**src/rtl/io_bus_target.sv**
```systemverilog
// IO bus target: CTRL/STATUS/SCRATCH registers, a TX FIFO toward the
// peripheral and an RX FIFO from it, level irq and access_err pulse.
//
// Ports:
//   clk, rst             clock, async active-low reset
//   io_sel_rd/io_sel_wr  one-cycle bus read/write strobes
//   bus_addr             register word address
//   bus_data_write       write data
//   io_rdata             combinational read data (0 when no read)
//   dev_tx_*             TX stream toward the peripheral (valid/ready)
//   dev_rx_*             RX stream from the peripheral (valid/ready)
//   irq                  registered level interrupt
//   access_err           one-cycle pulse on unmapped or conflicting access
module io_bus_target #(
  parameter int DATA_W     = 32,
  parameter int ADDR_W     = 8,
  parameter int FIFO_DEPTH = 8
) (
  input  logic              clk,
  input  logic              rst,
  input  logic              io_sel_rd,
  input  logic              io_sel_wr,
  input  logic [ADDR_W-1:0] bus_addr,
  input  logic [DATA_W-1:0] bus_data_write,
  output logic [DATA_W-1:0] io_rdata,
  output logic [DATA_W-1:0] dev_tx_data,
  output logic              dev_tx_valid,
  input  logic              dev_tx_ready,
  input  logic [DATA_W-1:0] dev_rx_data,
  input  logic              dev_rx_valid,
  output logic              dev_rx_ready,
  output logic              irq,
  output logic              access_err
);

  localparam int PTR_W = $clog2(FIFO_DEPTH);
  localparam int CNT_W = PTR_W + 1;
  localparam logic [CNT_W-1:0] FULL_CNT = CNT_W'(FIFO_DEPTH);

  logic              en_q, irq_en_q;
  logic [DATA_W-1:0] scratch_q;
  logic              ovf_q, udf_q;
  logic              irq_q, err_q;

  logic [DATA_W-1:0] tx_mem [FIFO_DEPTH];
  logic [DATA_W-1:0] rx_mem [FIFO_DEPTH];
  logic [PTR_W-1:0]  tx_wp_q, tx_rp_q, rx_wp_q, rx_rp_q;
  logic [CNT_W-1:0]  tx_cnt_q, rx_cnt_q;

  logic [PTR_W-1:0]  tx_wp_d, tx_rp_d, rx_wp_d, rx_rp_d;
  logic [CNT_W-1:0]  tx_cnt_d, rx_cnt_d;
  logic              ovf_d, udf_d, irq_d, err_d;

  logic hit_ctrl, hit_stat, hit_tx, hit_rx, hit_scr, mapped;
  logic wr_ok, clr;
  logic tx_empty, tx_full, rx_empty, rx_full;
  logic tx_req, tx_push, tx_pop, ovf_set;
  logic rx_req, rx_push, rx_pop, udf_set;
  logic [DATA_W-1:0] status, rdata_mux;

  assign hit_ctrl = bus_addr == ADDR_W'(0);
  assign hit_stat = bus_addr == ADDR_W'(1);
  assign hit_tx   = bus_addr == ADDR_W'(2);
  assign hit_rx   = bus_addr == ADDR_W'(3);
  assign hit_scr  = bus_addr == ADDR_W'(4);
  assign mapped   = bus_addr <  ADDR_W'(5);

  // A read that collides with a write wins; the write is dropped.
  assign wr_ok = io_sel_wr & ~io_sel_rd;
  assign clr   = wr_ok & hit_ctrl & bus_data_write[1];

  assign tx_empty = tx_cnt_q == '0;
  assign tx_full  = tx_cnt_q == FULL_CNT;
  assign rx_empty = rx_cnt_q == '0;
  assign rx_full  = rx_cnt_q == FULL_CNT;

  assign tx_pop  = en_q & ~tx_empty & dev_tx_ready;
  assign tx_req  = wr_ok & hit_tx;
  // A full FIFO still accepts when the head leaves in the same cycle.
  assign tx_push = tx_req & (~tx_full | tx_pop);
  assign ovf_set = tx_req & tx_full & ~tx_pop;

  assign rx_push = dev_rx_ready & dev_rx_valid;
  assign rx_req  = io_sel_rd & hit_rx;
  assign rx_pop  = rx_req & ~rx_empty;
  // No bypass: a push landing this cycle does not satisfy the read.
  assign udf_set = rx_req & rx_empty;

  always_comb begin
    tx_wp_d  = tx_wp_q + PTR_W'(tx_push);
    tx_rp_d  = tx_rp_q + PTR_W'(tx_pop);
    tx_cnt_d = tx_cnt_q + CNT_W'(tx_push) - CNT_W'(tx_pop);
    rx_wp_d  = rx_wp_q + PTR_W'(rx_push);
    rx_rp_d  = rx_rp_q + PTR_W'(rx_pop);
    rx_cnt_d = rx_cnt_q + CNT_W'(rx_push) - CNT_W'(rx_pop);
    if (clr) begin
      tx_wp_d  = '0;
      tx_rp_d  = '0;
      tx_cnt_d = '0;
      rx_wp_d  = '0;
      rx_rp_d  = '0;
      rx_cnt_d = '0;
    end
  end

  // Sticky set beats a same-cycle W1C.
  always_comb begin
    ovf_d = ovf_q;
    udf_d = udf_q;
    if (wr_ok & hit_stat) begin
      ovf_d = ovf_q & ~bus_data_write[4];
      udf_d = udf_q & ~bus_data_write[5];
    end
    ovf_d = ovf_d | ovf_set;
    udf_d = udf_d | udf_set;
  end

  assign irq_d = irq_en_q & (~rx_empty | ovf_q | udf_q);
  assign err_d = (io_sel_rd | io_sel_wr) &
                 (~mapped | (io_sel_rd & io_sel_wr));

  always_comb begin
    status        = '0;
    status[0]     = rx_empty;
    status[1]     = rx_full;
    status[2]     = tx_empty;
    status[3]     = tx_full;
    status[4]     = ovf_q;
    status[5]     = udf_q;
    status[15:8]  = 8'(rx_cnt_q);
  end

  always_comb begin
    rdata_mux = '0;
    unique case (1'b1)
      hit_ctrl: rdata_mux = DATA_W'({irq_en_q, 1'b0, en_q});
      hit_stat: rdata_mux = status;
      hit_rx:   rdata_mux = rx_empty ? '0 : rx_mem[rx_rp_q];
      hit_scr:  rdata_mux = scratch_q;
      default:  rdata_mux = '0;
    endcase
  end

  // Gated by rst so a read strobe held through reset returns 0.
  assign io_rdata     = (rst & io_sel_rd) ? rdata_mux : '0;
  assign dev_tx_valid = en_q & ~tx_empty;
  assign dev_tx_data  = tx_empty ? '0 : tx_mem[tx_rp_q];
  assign dev_rx_ready = en_q & ~rx_full;
  assign irq          = irq_q;
  assign access_err   = err_q;

  always_ff @(posedge clk or negedge rst) begin
    if (!rst) begin
      en_q      <= 1'b0;
      irq_en_q  <= 1'b0;
      scratch_q <= '0;
      ovf_q     <= 1'b0;
      udf_q     <= 1'b0;
      irq_q     <= 1'b0;
      err_q     <= 1'b0;
      tx_wp_q   <= '0;
      tx_rp_q   <= '0;
      tx_cnt_q  <= '0;
      rx_wp_q   <= '0;
      rx_rp_q   <= '0;
      rx_cnt_q  <= '0;
    end else begin
      if (wr_ok & hit_ctrl) begin
        en_q     <= bus_data_write[0];
        irq_en_q <= bus_data_write[2];
      end
      if (wr_ok & hit_scr) scratch_q <= bus_data_write;
      ovf_q    <= ovf_d;
      udf_q    <= udf_d;
      irq_q    <= irq_d;
      err_q    <= err_d;
      tx_wp_q  <= tx_wp_d;
      tx_rp_q  <= tx_rp_d;
      tx_cnt_q <= tx_cnt_d;
      rx_wp_q  <= rx_wp_d;
      rx_rp_q  <= rx_rp_d;
      rx_cnt_q <= rx_cnt_d;
    end
  end

  always_ff @(posedge clk or negedge rst) begin
    if (!rst) begin
      for (int i = 0; i < FIFO_DEPTH; i++) begin
        tx_mem[i] <= '0;
        rx_mem[i] <= '0;
      end
    end else begin
      if (tx_push & ~clr) tx_mem[tx_wp_q] <= bus_data_write;
      if (rx_push & ~clr) rx_mem[rx_wp_q] <= dev_rx_data;
    end
  end

endmodule

```
**config.mk**
```make
export PLATFORM = sky130hd
export DESIGN_NAME = io_bus_target
export DESIGN_NICKNAME = d
export VERILOG_FILES = /design/src/rtl/io_bus_target.sv
export SDC_FILE = /design/constraint.sdc
export NUM_CORES = 1
export LEC_CHECK = 0
export ABC_AREA = 1
export ABC_CLOCK_PERIOD_IN_PS = 4500
export CAP_MARGIN = 0
export CELL_PAD_IN_SITES_DETAIL_PLACEMENT = 0
export CELL_PAD_IN_SITES_GLOBAL_PLACEMENT = 2
export CORE_MARGIN = 2
export CORE_UTILIZATION = 39
export CTS_CLUSTER_DIAMETER = 100
export DETAILED_ROUTE_END_ITERATION = 6
export MAX_ROUTING_LAYER = met4
export PLACE_DENSITY_LB_ADDON = 0.1
export SLEW_MARGIN = 20
export SYNTH_ARGS = -nofsm -noshare
export SYNTH_HDL_FRONTEND = slang
export SYNTH_SLANG_ARGS = --single-unit
```
**constraint.sdc**
```tcl
create_clock -name clk -period 4.5 [get_ports clk]
set_input_delay 0.45 -clock clk [delete_from_list [all_inputs] [get_ports clk]]
set_output_delay 0.45 -clock clk [all_outputs]
set_load 0.01 [all_outputs]
```
Yosys cells after proc, flatten, opt, wreduce, memory -nomap -nowiden
Cells that the tools add are included.
W data, S select, Z words.
- word-level logic and storage cells: 124
- output and inout port bits: 68
- input port bits: 78
- register bits after elaboration: 570
- equality and inequality tests: 6
- mux-type cells: 24
- reduce and logical (&&, ||, !) cells: 5
- order comparisons: 7
- add/sub/neg operators: 8
- bitwise logic cells: 45
- operators with widths (cell ; count):
    $bwmux W256 ; 2
    $mux W32 ; 9
    $bmux W32 S3 ; 2
    $demux W32 S3 ; 2
    $pmux W32 S4 ; 1
    $and A1 B1 Y1 ; 24
    $eq A8 B2 Y1 const B ; 2
    $ge A4 B4 Y1 const B ; 4
    $not A3 Y4 ; 4
    $add A3 B1 Y3 ; 4
    $mux W3 ; 4
    $not A1 Y1 ; 10
    $add A4 B1 Y4 ; 2
    $eq A4 B4 Y1 const B ; 2
    $eq A8 B1 Y1 const B ; 1
    $eq A8 B3 Y1 const B ; 1
    $logic_not A4 Y1 ; 2
    $logic_not A8 Y1 ; 1
    $lt A4 B1 Y1 const B ; 2
    $lt A8 B3 Y1 const B ; 1
    $mux W4 ; 2
    $sub A4 B1 Y4 ; 2
    $or A1 B1 Y1 ; 7
    $logic_and A1 B1 Y1 ; 2
    $mux W1 ; 2

Logic depth before layout (Yosys ltp)
- word-level depth: 9
- depth in mapped cells: 14
- depth with buffers taken out: 13

Worst setup path before layout
OpenSTA, ideal clock, no wires.
- kind: flip-flop to flip-flop
- start point: register rx_cnt_q[2]
- end point: register rx_cnt_q[2]
- arrival: 2641 ps
- setup slack: 1745 ps
- path buffers: 2
- period minus slack after synthesis: 2755 ps
- data required time: 4386 ps
- setup time: 114 ps
- stages on the path, launching flop included: 15
- path through: dfrtp_1 > inv_1 > ha_1 > nor3b_1 > nor3_4 > buf_2 > clkbuf_1 > inv_1 > ha_1 > inv_1 > ha_1 > fa_1 > xor2_1 > nand2_1 > inv_1
- longest elaborated chain between the ends: 7
- elaborated cells between the ends (all ways): 10
- those cells by class: 2 x add/sub; 1 x eq/ne; 1 x mux; 5 x bitwise; 1 x reduce/logical
- RTL lines (item ; line ; text):
    from (decl) ; 48 ; logic [CNT_W-1:0] tx_cnt_q, rx_cnt_q;
    from (signal assigned) ; 182 ; rx_cnt_q <= rx_cnt_d;
    $eq A4 B4 Y1 ; 75 ; assign rx_full = rx_cnt_q == FULL_CNT;
    $not A1 Y1 ; 148 ; assign dev_rx_ready = en_q & ~rx_full;
    $and A1 B1 Y1 ; 148 ;
    $and A1 B1 Y1 ; 83 ; assign rx_push = dev_rx_ready & dev_rx_valid;
    $add A4 B1 Y4 ; 95 ; rx_cnt_d = rx_cnt_q + CNT_W'(rx_push) - CNT_W'(rx_pop);
    $sub A4 B1 Y4 (*) ; 95 ;
    $mux W4 (*) ; 96 ; if (clr) begin
    named net rx_cnt_d[2] ; 51 ; logic [CNT_W-1:0] tx_cnt_d, rx_cnt_d;
The timed path passes the listed nets; every way through them passes the cells marked *.
A chain may end at the register's enable or synchronous reset.

Final worst setup path
- start point: register tx_rp_q[0]
- end point: output port dev_tx_data[0]
- longest elaborated chain between the ends: 5
- RTL lines (item ; line ; text):
    from (decl) ; 47 ; logic [PTR_W-1:0] tx_wp_q, tx_rp_q, rx_wp_q, rx_rp_q;
    from (signal assigned) ; 178 ; tx_rp_q <= tx_rp_d;
    $not A3 Y4 (not written as such) ; 147 ; assign dev_tx_data = tx_empty ? '0 : tx_mem[tx_rp_q];
    $bmux W32 S3 ; 147 ;
    $mux W32 (not written as such) (2 in series) ; 147 ;
    $mux W32 ; 147 ;
    to (decl) ; 26 ; output logic [DATA_W-1:0] dev_tx_data,
No other way between the ends. The select of a mux whose other input is x is not followed.

==> reports/metrics.csv <==
metric,value,unit
status,"finished, final reports clean",
drt-pass1-iter-count,5,
power_frac_comb,18.4,%
max_cap_viol_count,0,
first_iter_violations,2653,
portBuffers,145,
wl,96100,um
syn-mean-instance-area,7.71,um2
finalSetupViolations,0,
die_w,272,um
skew,0.0149,ns
path_cells,clkinv_2 -> buf_4 -> o21ai_0 -> o211ai_1 -> nand2_1 -> nor2_1 -> clkdlybuf4s50_1,
fmax,258,MHz
grt_usage,26.8,%
via_per_inst,5.43,
switchingPower,4.06,mW
leakage,15.9,nW
die_y,272,um
dpl.hpwl,55700,um
grt_pass1_wl,150000,um
final_hold_viol_count,0,
synth-seq-area-share,50.9,%
grt_max_degree,188,
utilization,45.2,%
gr-total-overflow,0,
crit_start,tx_rp_q[0],
irDropWorstVdd,0.235,mV
hold_path.class,primary input to async pin,
clkLatencyLatePin,0.61,ns
globalplace.congestion,0.889,
reg2reg_setup_slack,1.67,ns
min_period,3.88,ns
cts_buffers,70,
start_util,39.3,%
io_pins,146,
num_vias,25100,
slew_headroom,31.5,%
antenna_found_initial,4,
syn_inst,3637,
worst_hold_slack,0.316,ns
ys_warn_count,0,
root_buffer,clkbuf_16,
h-tree-depth,3,
seqPwrFrac,40.4,%
worstReg2RegEnd,tx_cnt_q[2],
p_sw_share,30.1,%
slowest_stage,dfrtp_4,
clk_pin_slew,0.06,ns
finalCritPeriodShare,86.2,%
cts_buffer_depth,3,
num_rows,98,
fp.dieArea,0.0740,mm2
fin_ws,0.621,ns
p_per_area,418,mW/mm2
worst_ep_arrival_time,3.43,ns
p_int,9.42,mW
clock-sinks,570,
syn_to_final_growth,15.1,%
synth_area,0.0280,mm2
avgRoutedWirePerCell,20.8,um
rsz0062_at_grt,false,
synth_cell_type_count,29,
synth_nets,3737,
drc,0,
r2r_start,tx_cnt_q[2],
mostFrequentLayoutCells,"nand2_1 (1347), dfrtp_1 (565), o21ai_0 (422), nand4_1 (256), nor2_1 (243)",
cp_slowest_stage_delay,0.67,ns
final_common_cell,nand2_1,
synth-seq-cells,570,
clock_power_share,41.2,%
core_area,0.0714,mm2
worst-path-max-fanout,80,
pre_cts_slack,0.995,ns
rr_worst_depth,12,
critPathKind,flip-flop to output pin,
drive_gt1_share,5.72,%
maxSlewViolCount,0,
first_global_vias,24500,
cts_tree,yes,
cts_resized,0,
critPathLaunchType,flip-flop,
cp.required,4.05,ns
worst_pin_slew,1.03,ns
end_kind,output pin,
drtAntennaViolNets,0,
cts_setup_buffers,0,
tns,0,ns
hold_buffers,1,
nets,3720,
-- flip-flops by register name, summed over array words and instances (netlist names), 3 cells and up --
name / cells
rx_wp_q: 3
tx_wp_q: 3
tx_cnt_q: 4
rx_rp_q: 3
tx_mem: 256
rx_mem: 256
tx_rp_q: 3
rx_cnt_q: 4
scratch_q: 32
-- critical path, delay by kind of cell (launching register included) --
kind                   cells  cell delay [ns]
AOI/OAI and AO/OA          2             0.35
buffers and inverters      3             1.36
DFF                        1             0.67
and+or+nand+nor            2             0.39
-- cells by family after synthesis --
kind of cell | Yosys count | share of synthesized area (%)
xor gates and xnor gates | 8 | 0.250
buffers and inverters | 473 | 7.15
and+or+nand+nor | 2041 | 30.9
AOI/OAI and AO/OA | 523 | 9.78
adders and majority gates | 22 | 1.04
DFF | 570 | 50.9
-- area by class of cell --
cell class | instances | area (um2)
fill | 7215 | 39100
sequential | 570 | 14300
multi-input combinational | 2594 | 11800
clock buffer | 112 | 2130
timing repair buffer | 216 | 2100
tap | 950 | 1190
inverter | 168 | 634
clock inverter | 11 | 103
antenna | 4 | 10.0
-- worst max path at each step --
stage / to
floorplan: rx_cnt_q[2]
finish: dev_tx_data[0]
CTS: dev_tx_data[0]
detailed placement: io_rdata[24]
global placement: io_rdata[24]
global route: dev_tx_data[31]
-- metrics by stage --
| stage | total power, mW | std cells | instance area [um2] |
|---|---|---|---|
| after floorplan | 6.91 | 3637 | 28000 |
| after global placement | 8.01 | 4497 | 30000 |
| after detailed placement | 8.04 | 4497 | 30000 |
| after CTS | 13.7 | 4621 | 32200 |
| after global routing | 14.2 | 4625 | 32300 |
| final | 13.5 | 4625 | 32300 |
-- synthesized netlist by cell type --
cell type  instances  area (um2)
o31ai_1            1        7.51
nand3_1          154         771
inv_1            163         612
buf_4              3        22.5
nor2_1           245         920
nand3_2           13         130
a31oi_1            1        6.26
nand3b_1           1        7.51
o211ai_1          32         240
a21oi_1           35         175
buf_1             20        75.1
ha_1              20         250
nand4_1          256        1600
nand2_2            1        6.26
xor2_1             8        70.1
fa_1               2        40.0
nand2_1         1348        5060
o21ai_0          422        2110
inv_2              5        18.8
o22ai_1           32         200
nor3_4             1        16.3
nor3_1            14        70.1
buf_2             84         420
nor3_2             5        50.1
dfrtp_1          570       14300
buf_6             10         113
clkbuf_2          30         150
nor3b_1            3        22.5
clkbuf_1         158         593
-- routing by layer --
metal | track usage [%] | share of wire (%) | routed length [um] | vias up
met4 | 6.23 | 2.0 | 1920 | 0
met3 | 3.99 | 5.3 | 5140 | 116
met1 | 37.7 | 47 | 45000 | 12500
met2 | 41.0 | 46 | 44000 | 679
li1 | - | - | - | 11900
met5 | - | 0 | 0 | -
-- power groups by stage --
| stage | sequential [mW] | clock, mW | combinational (mW) |
|---|---|---|---|
| CTS | 5.44 | 5.71 | 2.51 |
| global route | 5.47 | 5.93 | 2.76 |
| finish | 5.45 | 5.56 | 2.48 |
| detailed placement | 5.54 | 0 | 2.50 |
| floorplan | 5.45 | 0 | 1.46 |
| global placement | 5.53 | 0 | 2.48 |
No activity file was read; power rests on OpenSTA's default activity.
